===== src/rtl/rom_stream_reader_pkg.sv =====
`default_nettype none
// ============================================================================
// Module   : rom_stream_reader_pkg
// Purpose  : Shared definitions for the ROM stream reader. Holds the
//            sequencer state encoding and the address/data width defaults
//            that the reader shares with the ROM it drives.
// Contents : state_t        - sequencer FSM states
//            c_ROM_ADDR_W   - default ROM address width
//            c_ROM_DATA_W   - default ROM word width
// Revision : 1.0 - initial release
// ============================================================================
package rom_stream_reader_pkg;

  localparam int unsigned c_ROM_ADDR_W = 4;
  localparam int unsigned c_ROM_DATA_W = 4;

  typedef enum logic [1:0] {
    ST_IDLE  = 2'd0,
    ST_READ  = 2'd1,
    ST_DRAIN = 2'd2
  } state_t;

endpackage
`default_nettype wire


===== src/rtl/rom_stream_reader_if.sv =====
`default_nettype none
// ============================================================================
// Module   : rom_stream_reader_if
// Purpose  : Valid/ready output stream of the ROM stream reader.
// Signals  : m_data  - stream word
//            m_valid - word present
//            m_ready - downstream accepts the word
//            m_last  - final word of a command
// Modports : master - stream source (reader)
//            slave  - stream sink
// Revision : 1.0 - initial release
// ============================================================================
interface rom_stream_reader_if
  import rom_stream_reader_pkg::*;
#(
  parameter int unsigned DATA_W = c_ROM_DATA_W
);

  logic [DATA_W-1:0] m_data;
  logic              m_valid;
  logic              m_ready;
  logic              m_last;

  modport master (
    output m_data,
    output m_valid,
    output m_last,
    input  m_ready
  );

  modport slave (
    input  m_data,
    input  m_valid,
    input  m_last,
    output m_ready
  );

endinterface
`default_nettype wire


===== src/rtl/rom_skid_fifo.sv =====
`default_nettype none
// ============================================================================
// Module   : rom_skid_fifo
// Purpose  : Small synchronous FIFO that absorbs ROM read data while the
//            downstream stream is stalled. Head entry is presented directly
//            from storage; a push and a pop may occur in the same cycle.
// Ports    : clk, rst - clock, synchronous active-high reset (flushes)
//            i_push   - write i_data (ignored when full and not popping)
//            i_data   - entry to write
//            i_pop    - drop the head entry (ignored when empty)
//            o_data   - head entry
//            o_occ    - number of stored entries
// Revision : 1.0 - initial release
// ============================================================================
module rom_skid_fifo #(
  parameter int unsigned WIDTH = 5,
  parameter int unsigned DEPTH = 2
) (
  input  wire                        clk,
  input  wire                        rst,
  input  wire                        i_push,
  input  wire  [WIDTH-1:0]           i_data,
  input  wire                        i_pop,
  output logic [WIDTH-1:0]           o_data,
  output logic [$clog2(DEPTH+1)-1:0] o_occ
);

  localparam int unsigned c_PTR_W = (DEPTH > 1) ? $clog2(DEPTH) : 1;
  localparam int unsigned c_OCC_W = $clog2(DEPTH + 1);

  logic [WIDTH-1:0]   r_mem [DEPTH];
  logic [c_PTR_W-1:0] r_wr_ptr;
  logic [c_PTR_W-1:0] r_rd_ptr;
  logic [c_OCC_W-1:0] r_occ;
  logic               w_do_pop;
  logic               w_do_push;

  // Pointer advance with explicit wrap so non power-of-two depths work.
  function automatic logic [c_PTR_W-1:0] next_ptr(input logic [c_PTR_W-1:0] p);
    return (p == c_PTR_W'(DEPTH - 1)) ? '0 : p + c_PTR_W'(1);
  endfunction

  assign w_do_pop  = i_pop && (r_occ != '0);
  // A full FIFO can still accept a push when the head leaves in the same cycle.
  assign w_do_push = i_push && ((r_occ != c_OCC_W'(DEPTH)) || w_do_pop);

  always_ff @(posedge clk) begin
    if (rst) begin
      r_wr_ptr <= '0;
      r_rd_ptr <= '0;
      r_occ    <= '0;
      for (int i = 0; i < int'(DEPTH); i++) begin
        r_mem[i] <= '0;
      end
    end else begin
      if (w_do_push) begin
        r_mem[r_wr_ptr] <= i_data;
        r_wr_ptr        <= next_ptr(r_wr_ptr);
      end
      if (w_do_pop) begin
        r_rd_ptr <= next_ptr(r_rd_ptr);
      end
      if (w_do_push && !w_do_pop) begin
        r_occ <= r_occ + c_OCC_W'(1);
      end else if (!w_do_push && w_do_pop) begin
        r_occ <= r_occ - c_OCC_W'(1);
      end
    end
  end

  assign o_data = r_mem[r_rd_ptr];
  assign o_occ  = r_occ;

endmodule
`default_nettype wire


===== src/rtl/rom_stream_reader.sv =====
`default_nettype none
// ============================================================================
// Module   : rom_stream_reader
// Purpose  : Sequencer in front of a single-port ROM with a 1-cycle
//            registered read. On a start command it reads a contiguous,
//            wrapping address range and streams the words out on a
//            valid/ready interface, buffering through a small skid FIFO.
// Ports    : clk, rst      - clock, synchronous active-high reset
//            i_start       - command strobe (sampled only when idle)
//            i_base_addr   - first address of the command
//            i_count       - number of words, 0..2^ADDR_W
//            o_busy        - command in progress
//            o_done        - one-cycle completion pulse
//            o_rom_en      - ROM read enable
//            o_rom_addr    - ROM address
//            i_rom_dout    - ROM read data
//            m_if          - output stream (master modport)
// Revision : 1.0 - initial release
// ============================================================================
module rom_stream_reader
  import rom_stream_reader_pkg::*;
#(
  parameter int unsigned ADDR_W     = c_ROM_ADDR_W,
  parameter int unsigned DATA_W     = c_ROM_DATA_W,
  parameter int unsigned FIFO_DEPTH = 2
) (
  input  wire                 clk,
  input  wire                 rst,
  input  wire                 i_start,
  input  wire  [ADDR_W-1:0]   i_base_addr,
  input  wire  [ADDR_W:0]     i_count,
  output logic                o_busy,
  output logic                o_done,
  output logic                o_rom_en,
  output logic [ADDR_W-1:0]   o_rom_addr,
  input  wire  [DATA_W-1:0]   i_rom_dout,
  rom_stream_reader_if.master m_if
);

  localparam int unsigned c_OCC_W = $clog2(FIFO_DEPTH + 1);

  state_t              r_state;
  logic [ADDR_W-1:0]   r_cur_addr;
  logic [ADDR_W:0]     r_remaining;
  logic                r_pending;       // ROM read issued last cycle
  logic                r_pending_last;  // that read is the command's final word
  logic                r_busy;
  logic                r_done;

  logic [c_OCC_W-1:0]  w_occ;
  logic [c_OCC_W:0]    w_inflight;
  logic                w_pop;
  logic                w_issue;
  logic                w_final;
  logic                w_drain_empty;
  logic [DATA_W:0]     w_head;

  assign w_pop = m_if.m_valid && m_if.m_ready;

  // Words already owned by the FIFO or still in the ROM pipeline, after this
  // cycle's pop. A new read is only issued when it is guaranteed a slot.
  assign w_inflight = {1'b0, w_occ} + (c_OCC_W + 1)'(r_pending) - (c_OCC_W + 1)'(w_pop);

  assign w_issue = (r_state == ST_READ) && (r_remaining != '0) &&
                   (w_inflight < (c_OCC_W + 1)'(FIFO_DEPTH));
  assign w_final = w_issue && (r_remaining == (ADDR_W + 1)'(1));

  // Finish as soon as the last word leaves: nothing in flight, and the FIFO
  // is either empty or losing its only entry this cycle.
  assign w_drain_empty = !r_pending &&
                         ((w_occ == '0) || ((w_occ == c_OCC_W'(1)) && w_pop));

  always_ff @(posedge clk) begin
    if (rst) begin
      r_state        <= ST_IDLE;
      r_cur_addr     <= '0;
      r_remaining    <= '0;
      r_pending      <= 1'b0;
      r_pending_last <= 1'b0;
      r_busy         <= 1'b0;
      r_done         <= 1'b0;
    end else begin
      r_pending      <= w_issue;
      r_pending_last <= w_final;
      r_done         <= 1'b0;

      if (w_issue) begin
        r_cur_addr  <= r_cur_addr + ADDR_W'(1);
        r_remaining <= r_remaining - (ADDR_W + 1)'(1);
      end

      case (r_state)
        ST_IDLE: begin
          if (i_start) begin
            if (i_count != '0) begin
              r_cur_addr  <= i_base_addr;
              r_remaining <= i_count;
              r_busy      <= 1'b1;
              r_state     <= ST_READ;
            end else begin
              // Empty command completes immediately without touching the ROM.
              r_done <= 1'b1;
            end
          end
        end
        ST_READ: begin
          if (w_final) begin
            r_state <= ST_DRAIN;
          end
        end
        ST_DRAIN: begin
          if (w_drain_empty) begin
            r_state <= ST_IDLE;
            r_busy  <= 1'b0;
            r_done  <= 1'b1;
          end
        end
        default: begin
          r_state <= ST_IDLE;
        end
      endcase
    end
  end

  // The ROM drives undefined data when not enabled, so only cycles that
  // follow an issued read push into the FIFO.
  rom_skid_fifo #(
    .WIDTH (DATA_W + 1),
    .DEPTH (FIFO_DEPTH)
  ) u_fifo (
    .clk    (clk),
    .rst    (rst),
    .i_push (r_pending),
    .i_data ({r_pending_last, i_rom_dout}),
    .i_pop  (w_pop),
    .o_data (w_head),
    .o_occ  (w_occ)
  );

  assign m_if.m_valid = (w_occ != '0);
  assign m_if.m_data  = w_head[DATA_W-1:0];
  assign m_if.m_last  = w_head[DATA_W];

  assign o_busy     = r_busy;
  assign o_done     = r_done;
  assign o_rom_en   = w_issue;
  assign o_rom_addr = r_cur_addr;

endmodule
`default_nettype wire


===== src/flat_wrapper.sv =====
// flat-port wrapper written by rule: the top's interface ports become plain ports
module rom_stream_reader_flat import rom_stream_reader_pkg::*;
#(
  parameter int unsigned ADDR_W     = c_ROM_ADDR_W,
  parameter int unsigned DATA_W     = c_ROM_DATA_W,
  parameter int unsigned FIFO_DEPTH = 2
)
  (clk, rst, i_start, i_base_addr, i_count, o_busy, o_done, o_rom_en, o_rom_addr, i_rom_dout, m_if_m_data, m_if_m_valid, m_if_m_last, m_if_m_ready);
  rom_stream_reader_if #(.DATA_W(DATA_W)) m_if_i ();
  input  wire clk;
  input  wire rst;
  input  wire i_start;
  input  wire  [ADDR_W-1:0] i_base_addr;
  input  wire  [ADDR_W:0] i_count;
  output logic o_busy;
  output logic o_done;
  output logic o_rom_en;
  output logic [ADDR_W-1:0] o_rom_addr;
  input  wire  [DATA_W-1:0] i_rom_dout;
  output wire logic [$bits(m_if_i.m_data)-1:0] m_if_m_data;
  output wire logic [$bits(m_if_i.m_valid)-1:0] m_if_m_valid;
  output wire logic [$bits(m_if_i.m_last)-1:0] m_if_m_last;
  input wire logic [$bits(m_if_i.m_ready)-1:0] m_if_m_ready;
  assign m_if_m_data = m_if_i.m_data;
  assign m_if_m_valid = m_if_i.m_valid;
  assign m_if_m_last = m_if_i.m_last;
  assign m_if_i.m_ready = m_if_m_ready;
  rom_stream_reader #(.ADDR_W(ADDR_W), .DATA_W(DATA_W), .FIFO_DEPTH(FIFO_DEPTH)) u_core (.clk(clk), .rst(rst), .i_start(i_start), .i_base_addr(i_base_addr), .i_count(i_count), .o_busy(o_busy), .o_done(o_done), .o_rom_en(o_rom_en), .o_rom_addr(o_rom_addr), .i_rom_dout(i_rom_dout), .m_if(m_if_i));
endmodule

===== config.mk =====
export PLATFORM = sky130hd
export DESIGN_NAME = rom_stream_reader_flat
export DESIGN_NICKNAME = d
export VERILOG_FILES = /design/src/rtl/rom_stream_reader_pkg.sv /design/src/rtl/rom_stream_reader_if.sv /design/src/rtl/rom_skid_fifo.sv /design/src/rtl/rom_stream_reader.sv /design/src/flat_wrapper.sv
export SDC_FILE = /design/constraint.sdc
export NUM_CORES = 1
export LEC_CHECK = 0
export BUFFER_PORTS_ARGS = -buffer_cell sky130_fd_sc_hd__buf_2
export CORE_ASPECT_RATIO = 2
export CORE_UTILIZATION = 58
export CTS_CLUSTER_SIZE = 14
export DETAILED_ROUTE_END_ITERATION = 8
export PLACE_DENSITY = 0.93
export SLEW_MARGIN = 20
export SYNTH_ARGS = -nofsm -noshare
export SYNTH_HDL_FRONTEND = slang
export SYNTH_HIERARCHICAL = 1
export SYNTH_SLANG_ARGS = --single-unit

===== constraint.sdc =====
create_clock -name clk -period 5 [get_ports clk]
set_clock_uncertainty 0.1 [all_clocks]
set_input_delay 0.25 -clock clk [delete_from_list [all_inputs] [get_ports clk]]
set_output_delay 0.25 -clock clk [all_outputs]
set_load 0.01 [all_outputs]

# Yosys cells after proc, flatten, opt, wreduce, memory -nomap -nowiden
# Memory sizes are Yosys's and may differ from the RTL's. A register that Yosys moved wholly into a read port is not among the register bits.
# Index checks and enable logic that the tools add are counted.
[totals] reg_bits=19 word_cells=89 mem_bits_rw=10 output_inout_bits=13 n_memories=1
[mem_list] name="u_core.u_fifo.r_mem" words=2 width=5 read_ports=1 rd_clocked_by_memory_dff=1 wr=2 line_no="rom_skid_fifo.sv:31" text="logic [WIDTH-1:0] r_mem [DEPTH];"
[op_classes] n_lt_le_gt_ge=1 n_addsub=8 n_eq_ne=9 reduce_logical=25 mux=35
[ops] operator="two-way mux 5 bit" count=5
[ops] operator="two-way mux 1 bit" count=17
[ops] operator="two-way mux 4 bit" count=4
[ops] operator="two-way mux 2 bit" count=6
[ops] operator="logical AND 1 bit" count=10
[ops] operator="nonzero test 5 bit" count=2
[ops] operator="AND reduction 4 bit" count=2
[ops] operator="inequality test 2 x 1 -> 1 bit, second input constant" count=3
[ops] operator="case mux 2 bit (3 select lines)" count=1
[ops] operator="nonzero test 2 bit" count=3
[ops] operator="== test 5 x 1 -> 1 bit, second input constant" count=1
[ops] operator="OR reduction 5 bit" count=1
[ops] operator="subtractor 5 x 1 -> 5 bit, second input constant" count=1
[ops] operator="adder 4 x 1 -> 4 bit, second input constant" count=1
[ops] operator="== test 2 x 1 -> 1 bit, second input constant" count=2
[ops] operator="zero test 2 bit" count=2
[ops] operator="inequality test 2 bit, second input constant" count=2
[ops] operator="case mux 1 bit (2 select lines)" count=2
[ops] operator="adder 2 x 1 -> 3 bit" count=1
[ops] operator="zero test 1 bit" count=3
[ops] operator="< comparator 3 x 2 -> 1 bit, second input constant" count=1
[ops] operator="subtractor 3 x 1 -> 3 bit" count=1
[ops] operator="adder 1 bit, second input constant" count=2
[ops] operator="adder 2 x 1 -> 2 bit, second input constant" count=1
[ops] operator="3 further kinds" count=4

# Logic depth before layout (Yosys ltp)
# Gate-level depths: netlist of run 1.
[depth] depth_word=10 depth_mapped=10 mapped_depth_nobuf=10

# Modules after synthesis
# Netlist of run 1, hierarchy kept.
[modules_own_cells] module="rom_stream_reader" cells_per_inst=94 area_per_inst_um2=873.3 instances=1
[modules_own_cells] module="rom_skid_fifo" cells_per_inst=57 area_per_inst_um2=691.9 instances=1

# Worst setup path after synthesis of run 1
# OpenSTA, ideal clock, no wires.
[synth_timing] path_kind="register -> register" start="register u_core.u_fifo.r_occ[1], in the netlist u_core/u_fifo/o_occ[1]" end="register u_core.r_cur_addr[3], in the netlist u_core/o_rom_addr[3]" slack_ns=2.113 t_required_ns=4.809 stages_incl_launch_ff=10 t_arrival_ns=2.696 synth_period_minus_slack_ns=2.887 path_cell_list="dfxtp_1 -> or2_2 -> and2_1 -> ha_1 -> nand2b_1 -> fa_1 -> and3b_2 -> nand3_4 -> or3_1 -> a311oi_1"
[synth_between] elab_chain_len=9
[synth_lines] element="start: declaration" line_no="rom_skid_fifo.sv:34" text="logic [c_OCC_W-1:0] r_occ;"
[synth_lines] element="start signal: assignment" line_no="rom_skid_fifo.sv:64" text="r_occ <= r_occ + c_OCC_W'(1);"
[synth_lines] element="start signal: assignment" line_no="rom_skid_fifo.sv:66" text="r_occ <= r_occ - c_OCC_W'(1);"
[synth_lines] element="nonzero test 2 bit (*)" line_no="rom_stream_reader.sv:140" text="assign m_if.m_valid = (w_occ != '0);"
[synth_lines] element="net m_if_m_valid" line_no="flat_wrapper.sv:21" text="output wire logic [$bits(m_if_i.m_valid)-1:0] m_if_m_valid;"
[synth_lines] element="logical AND 1 bit (*)" line_no="rom_stream_reader.sv:58" text="assign w_pop = m_if.m_valid && m_if.m_ready;"
[synth_lines] element="net u_core.w_pop" line_no="rom_stream_reader.sv:52" text="logic w_pop;"
[synth_lines] element="subtractor 3 x 1 -> 3 bit (*)" line_no="rom_stream_reader.sv:62" text="assign w_inflight = {1'b0, w_occ} + (c_OCC_W + 1)'(r_pending) - (c_OCC_W + 1)'(w_pop);"
[synth_lines] element="< comparator 3 x 2 -> 1 bit (*)" line_no="rom_stream_reader.sv:65" text="(w_inflight < (c_OCC_W + 1)'(FIFO_DEPTH));"
[synth_lines] element="logical AND 1 bit (*)" line_no="rom_stream_reader.sv:64" text="assign w_issue = (r_state == ST_READ) && (r_remaining != '0) &&"
[synth_lines] element="two-way mux 4 bit (*)" line_no="rom_stream_reader.sv:87" text="if (w_issue) begin"
[synth_lines] element="two-way mux 4 bit" line_no="rom_stream_reader.sv:95" text="if (i_count != '0) begin"
[synth_lines] element="two-way mux 4 bit" line_no="rom_stream_reader.sv:94" text="if (i_start) begin"
[synth_lines] element="two-way mux 4 bit (*)" line_no="rom_stream_reader.sv:92" text="case (r_state)"
[synth_lines] element="end signal: assignment" line_no="rom_stream_reader.sv:88" text="r_cur_addr <= r_cur_addr + ADDR_W'(1);"
[synth_lines] element="end signal: assignment" line_no="rom_stream_reader.sv:96" text="r_cur_addr <= i_base_addr;"
[synth_lines] element="end: declaration" line_no="rom_stream_reader.sv:43" text="logic [ADDR_W-1:0] r_cur_addr;"
# Mark *: on every way through the listed nets, which the timed path passes. The rest lies on a longest branch.
# A chain may end at the register's enable or synchronous reset.

# Worst setup path in the final report of run 1
[layout_timing] start="register u_core.u_fifo.r_occ[1], in the netlist u_core/u_fifo/o_occ[1]" end="output o_rom_en"
[layout_between] elab_chain_len=5
[layout_lines] element="nonzero test 2 bit" line_no="rom_stream_reader.sv:140"
[layout_lines] element="logical AND 1 bit" line_no="rom_stream_reader.sv:58"
[layout_lines] element="net u_core.w_pop" line_no="rom_stream_reader.sv:52"
[layout_lines] element="subtractor 3 x 1 -> 3 bit" line_no="rom_stream_reader.sv:62"
[layout_lines] element="< comparator 3 x 2 -> 1 bit" line_no="rom_stream_reader.sv:65"
[layout_lines] element="logical AND 1 bit" line_no="rom_stream_reader.sv:64"
[layout_lines] element="end: declaration" line_no="flat_wrapper.sv:17" text="output logic o_rom_en;"
# The timed path passes the listed nets, and every way through them passes these cells.

==> results.yml, run 1 <==
synth:
  yosys_warnings: 6
  synthArstFlopShare_pct: 0
  syn-num-nets: 175
  ys.flop_type: "dfxtp_1"
  synth.avg_cell_area_sq_um: 10.37
  syn_inst: 151
  yosysSeqAreaShare_pct: 44.76
  synth_cell_types: 47
  synth.cell_area_sq_mm: 0.001565
  ys_ff_latch: 30
  synth_edf_count: 10
cts:
  clock_sinks: 30
  cts_setup_buffers: 0
  numCtsBuffers: 5
  cts_resized: 0
  htreeDepth: 2
  clk-insertion-delay-late_ns: 0.29
  hold_buffers: 0
  clockBufferDepth: 2
  cts_root_buffer: "clkbuf_8"
  path_clk_slew_ns: 0.06
  cts_tree: "yes"
layout:
  diodes: 0
  nFillCells: 197
  fin_area_sq_mm: 0.001824
  syn2layout_area_growth_pct: 16.55
  final_cell_count_no_fill: 212
  postLayoutCoreUtil_pct: 70.98
  fin_nets: 207
  drive_gt1_share_pct: 33.15
grt:
  grt_pass1_vias: 1176
  grt_overflow: 0
  grt_first_pass_wirelength_um: 4912
  antenna_found_initial: 0
  grt_max_degree: 25
  grt_use_total_pct: 24.74
route:
  drtAntennaViolNets: 0
  viasPerCell: 5.774
  drc: 0
  drt_wl_total_um: 3264
  vias: 1224
  wl_per_cell_um: 15.40
  drt_iter0_drc: 31
  dr.pass1.iters: 4
setup_path:
  cp_max_fo: 10
  startpoint_type: "register"
  crit_slowest_cell: "dfxtp_1"
  critPathTopFamily: "simple AND/OR/NAND/NOR gates"
  cp_cell_sequence: "or2_2 > and2_1 > ha_1 > nand2b_1 > fa_1 > xnor2_2 > nand3_4 > inv_2 > buf_2"
  rr_worst_depth: 9
  crit_type: "register to output pin"
  worstPathBufferInverterCount: 2
  cpPeakStageDelay_ns: 0.41
  cp.arrival_ns: 2.80
  end_kind: "output pin"
  cp.depth: 9
  required_ns: 4.65
place:
  place_worst_setup_slack_ns: 1.984
  dpl_cell_area_sq_mm: 0.001715
  io_buffers: 29
  place_inst: 204
  gp_congestion: 0.7956
  dp_hpwl_um: 2370
sta:
  fin_ws_ns: 1.849
  setup_viol: 0
  tightest_slew_ns: 0.5273
  finalCritPeriodShare_pct: 63.03
  report.final.slew_viol_count: 0
  relSlewSlack_pct: 64.77
  rsz0062_at_grt: "no"
  period_needed_ns: 3.151
  max_freq_mhz: 317.3
  tns_ns: 0
  hold_viol: 0
die:
  io_pins: 30
  fp.dieH_um: 75.47
  row_count: 26
  die_area_sq_mm: 0.002923
  core_sq_mm: 0.002570
  initial_core_util_pct: 60.91
  die_x_um: 38.74
worst_hold_path:
  min_path_type: "primary input to register"
  holdPathStages: 2
pwr:
  powerDensity_mw_per_mm2: 377.3
  peakVddDrop_uv: 257.2
  p_leak_uw: 0.0007423
job:
  maxCapViolations: 0
status:
  status: "finished, final reports clean"
==> state kept, by name, summed over array words and instances, names as in the netlist, 2 cells and up, named ones only <==
register             cells
u_core/o_rom_addr        4
u_core/u_fifo/r_mem     10
u_core/r_state           2
u_core/r_remaining       5
u_core/u_fifo/o_occ      2
==> per-stage QoR <==
stage | hold WS, ns | total power (uW)
final | 0.1071 | 688.3
after floorplan | 0.2726 | 410.1
after detailed placement | 0.3644 | 449.1
after global placement | 0.3653 | 440.9
after CTS | 0.1013 | 690.0
after global routing | 0.1047 | 719.6
==> logic make-up (layout without fill, tap and decap cells) <==
kind of cell | Yosys count | in the layout | share of synthesized area (%)
simple gates | 66 | 66 | 24.86
flops | 30 | 30 | 44.76
compound gates | 24 | 24 | 11.75
buf+inv | 10 | 43 | 3.357
xor+xnor | 8 | 8 | 4.956
fa+ha+maj | 7 | 7 | 6.075
mux | 6 | 6 | 4.236
==> cell usage after synthesis (3+ instances only) <==
cell type / count / area (sq um)
o21ai_0: 5 / 25.02
nand4_1: 3 / 18.77
edfxtp_1: 10 / 300.3
ha_1: 6 / 75.07
nand3_1: 3 / 15.01
a21oi_1: 4 / 20.02
xor2_1: 4 / 35.03
mux2_2: 5 / 56.30
nor3_1: 4 / 20.02
nand2b_1: 10 / 62.56
inv_1: 5 / 18.77
or3_1: 4 / 25.02
nor2_1: 17 / 63.81
nor2_2: 5 / 31.28
xnor2_1: 3 / 26.28
dfxtp_1: 20 / 400.4
nand2_1: 6 / 22.52
==> report_power, final <==
group / internal (uW) / switching (uW) / leakage [uW]
Sequential: 273 / 21.3 / 0.000267
Clock: 146 / 94.4 / 0.0000579
Combinational: 68.9 / 84.1 / 0.000417
Total: 488 / 200 / 0.000742
==> worst reg2reg max path: cells and delay by family (launching register included) <==
kind	cells	cell delay, ns
and+or+nand+nor	5	1.25
DFF	1	0.41
xor gates and xnor gates	1	0.29
AOI/OAI and AO/OA	1	0.25
adders and majority gates	2	0.68
==> cells in the final DEF (no fill, tap or decap), types with 3 or more instances in the layout <==
cell      netlist  routed
buf_2           0      29
dfxtp_1        20      20
nor2_1         17      17
nand2b_1       10      10
edfxtp_1       10      10
nand2_1         6       6
ha_1            6       6
clkbuf_8        0       5
inv_1           5       5
o21ai_0         5       5
mux2_2          5       5
nor2_2          5       5
nor3_1          4       4
a21oi_1         4       4
xor2_1          4       4
or3_1           4       4
xnor2_1         3       3
nand4_1         3       3
nand3_1         3       3
==> layout make-up <==
type                       count  area, sq um  share of cell area [%]
clock inverter                 3        40.04                   2.195
sequential                    30        700.7                   38.41
multi-input combinational    111        812.0                   44.51
timing repair buffer          29        145.1                   7.956
clock buffer                   5        68.82                   3.772
tap                           28        35.03                   1.920
inverter                       6        22.52                   1.235
==> worst paths after layout <==
kind / start / to / slack, ns
worst min-delay path: i_count[1] / u_core/r_remaining[1] / 0.11
worst min register to register: u_core/o_busy / u_core/o_busy / 0.38
worst max register to register: u_core/u_fifo/o_occ[1] / u_core/o_rom_addr[3] / 1.95
worst max-delay path: u_core/u_fifo/o_occ[1] / o_rom_en / 1.85
==> layer usage <==
metal  routed length [um]  part of all wire, %  vias to the layer above  global-route usage [%]
met5                    0                    0                        -                       0
met4                   89                  2.7                        0                   12.64
met3                  139                  4.3                        9                   6.414
met2                 1907                   58                       44                   49.26
met1                 1128                   35                      570                   19.81
li1                     -                    -                      601                       -
No activity file was read; power rests on OpenSTA's default activity.
==> run 2, diff against run 1 <==
- CORE_UTILIZATION: 58 -> 54
- PLACE_DENSITY: 0.93 -> 0.88
- clock period: 5 -> 3 ns (I/O delays scaled with it)
==> results.yml, run 2 (synthesis gave the netlist of run 1 again) <==
sta:
  hold_viol: 0
  holdWs_ns: 0.01079
  setup_viol: 0
  tns_ns: 0
  fin_ws_ns: 0.08749
  relSlewSlack_pct: 63.73
  period_needed_ns: 2.913
  report.final.slew_viol_count: 0
  finalCritPeriodShare_pct: 97.08
  tightest_slew_ns: 0.5428
  max_freq_mhz: 343.3
route:
  drt_wl_total_um: 3240
  wl_per_cell_um: 14.73
  drtAntennaViolNets: 0
  drt_iter0_drc: 33
  viasPerCell: 5.791
  dr.pass1.iters: 4
  vias: 1274
  drc: 0
layout:
  diodes: 0
  final_common_cell: "buf_2"
  fin_nets: 214
  syn2layout_area_growth_pct: 19.66
  top_register: "u_core/u_fifo/r_mem"
  drive_gt1_share_pct: 35.08
  nFillCells: 216
  largest_reg_flops: 10
  fin_area_sq_mm: 0.001873
  final_cell_mix: "buf_2 (29), dfxtp_1 (20), nor2_1 (17), nand2b_1 (10), edfxtp_1 (10)"
job:
  maxCapViolations: 0
die:
  initial_core_util_pct: 57.20
  io_pins: 30
  die_x_um: 40.07
  die_area_sq_mm: 0.003131
  fp.dieH_um: 78.14
  row_count: 27
  core_sq_mm: 0.002736
worst_hold_path:
  min_path_type: "primary input to register"
  holdPathEnd: "u_core/r_remaining[1]"
  hp-start: "i_count[1]"
  holdPathStages: 2
setup_path:
  cp.arrival_ns: 2.66
  cpPeakStageDelay_ns: 0.52
  startpoint_type: "register"
  reg2reg_setup_slack_ns: 0.13
  worstReg2RegStart: "u_core/u_fifo/o_occ[0]"
  crit_type: "register to output pin"
  cp_cell_sequence: "or2_2 > and2_4 > ha_1 > nand2b_1 > fa_2 > and3b_2 > nand3_4 > buf_6 > inv_4 > buf_2"
  end_kind: "output pin"
  cp_max_fo: 9
  required_ns: 2.75
  crit_slowest_cell: "fa_2"
  rr_worst_depth: 10
  r2r-end: "u_core/r_remaining[4]"
place:
  gp_congestion: 0.7494
  io_buffers: 29
  dpl_cell_area_sq_mm: 0.001739
  dp_hpwl_um: 2451
  place_worst_setup_slack_ns: 0.1322
grt:
  grt_max_degree: 25
  antenna_found_initial: 0
  grt_use_total_pct: 23.74
  grt_pass1_vias: 1210
  grt_first_pass_wirelength_um: 4905
  grt_overflow: 0
cts:
  cts_tree: "yes"
  clk-insertion-delay-late_ns: 0.29
  numCtsBuffers: 5
  cts_root_buffer: "clkbuf_8"
  clock_sinks: 30
  path_clk_slew_ns: 0.06
  clockBufferDepth: 2
  htreeDepth: 2
status:
  status: "finished, final reports clean"
pwr:
  p_leak_uw: 0.0007620
  powerDensity_mw_per_mm2: 581.6
  peakVddDrop_uv: 421.4
-- run 2: per-layer routing --
| metal | track usage (%) | vias to the layer above | routed length [um] |
|---|---|---|---|
| met1 | 19.51 | 614 | 1078 |
| met5 | 0 | - | 0 |
| li1 | - | 613 | - |
| met2 | 40.97 | 35 | 1889 |
| met3 | 8.475 | 12 | 134 |
| met4 | 16.90 | 0 | 138 |
-- run 2: what timing repair did --
| item | 4_1_cts | 5_1_grt |
|---|---|---|
| gates resized for setup | 0 | 5 |
| buffers inserted | 1 | 1 |
| pin swaps | 0 | 2 |
| setup endpoints to repair | 1 | 2 |
| hold buffers | 1 | 1 |
| endpoints found under the hold margin | 1 | 1 |
-- run 2: cell type report --
| class | instances | area [sq um] | area share, % |
|---|---|---|---|
| Clock buffer | 5 | 68.82 | 3.674 |
| Sequential cell | 30 | 700.7 | 37.41 |
| Tap cell | 29 | 36.28 | 1.937 |
| Inverter | 6 | 25.02 | 1.336 |
| Clock inverter | 3 | 16.27 | 0.8684 |
| Multi-Input combinational cell | 111 | 819.5 | 43.75 |
| Timing Repair Buffer | 36 | 206.4 | 11.02 |
-- run 2: worst max path at each step --
stage                            from                     to  slack, ns  depth (start not counted)
2_1_floorplan  u_core/u_fifo/o_occ[1]   u_core/o_rom_addr[3]       0.11                          9
3_3_place_gp   u_core/u_fifo/o_occ[0]  u_core/r_remaining[4]       0.23                          9
3_5_place_dp   u_core/u_fifo/o_occ[0]  u_core/r_remaining[4]       0.13                          9
4_1_cts        u_core/u_fifo/o_occ[0]               o_rom_en      0.006                         10
5_1_grt        u_core/u_fifo/o_occ[0]               o_rom_en    -0.0007                         10
6_report       u_core/u_fifo/o_occ[0]               o_rom_en       0.09                         10
-- run 2: power breakdown --
group | internal, uW | switching, uW | leakage [uW]
sequential | 455 | 27.0 | 0.000267
combinational | 138 | 152 | 0.000453
clock | 158 | 158 | 0.0000416
total | 752 | 337 | 0.000762
-- run 2: per-stage QoR --
step | power (uW) | utilization (%) | cells
finish | 1089 | 68.45 | 220
global route | 1147 | 68.45 | 220
CTS | 1083 | 67.31 | 218
detailed placement | 760.3 | 63.56 | 208
global placement | 744.2 | 63.56 | 208
floorplan | 683.6 | - | 151
-- run 2: critical path, delay by kind of cell (launching register included) --
family | cells | cell delay (ns)
adders and majority gates | 2 | 0.77
buffers and inverters | 3 | 0.35
DFF | 1 | 0.31
and+or+nand+nor | 5 | 0.93
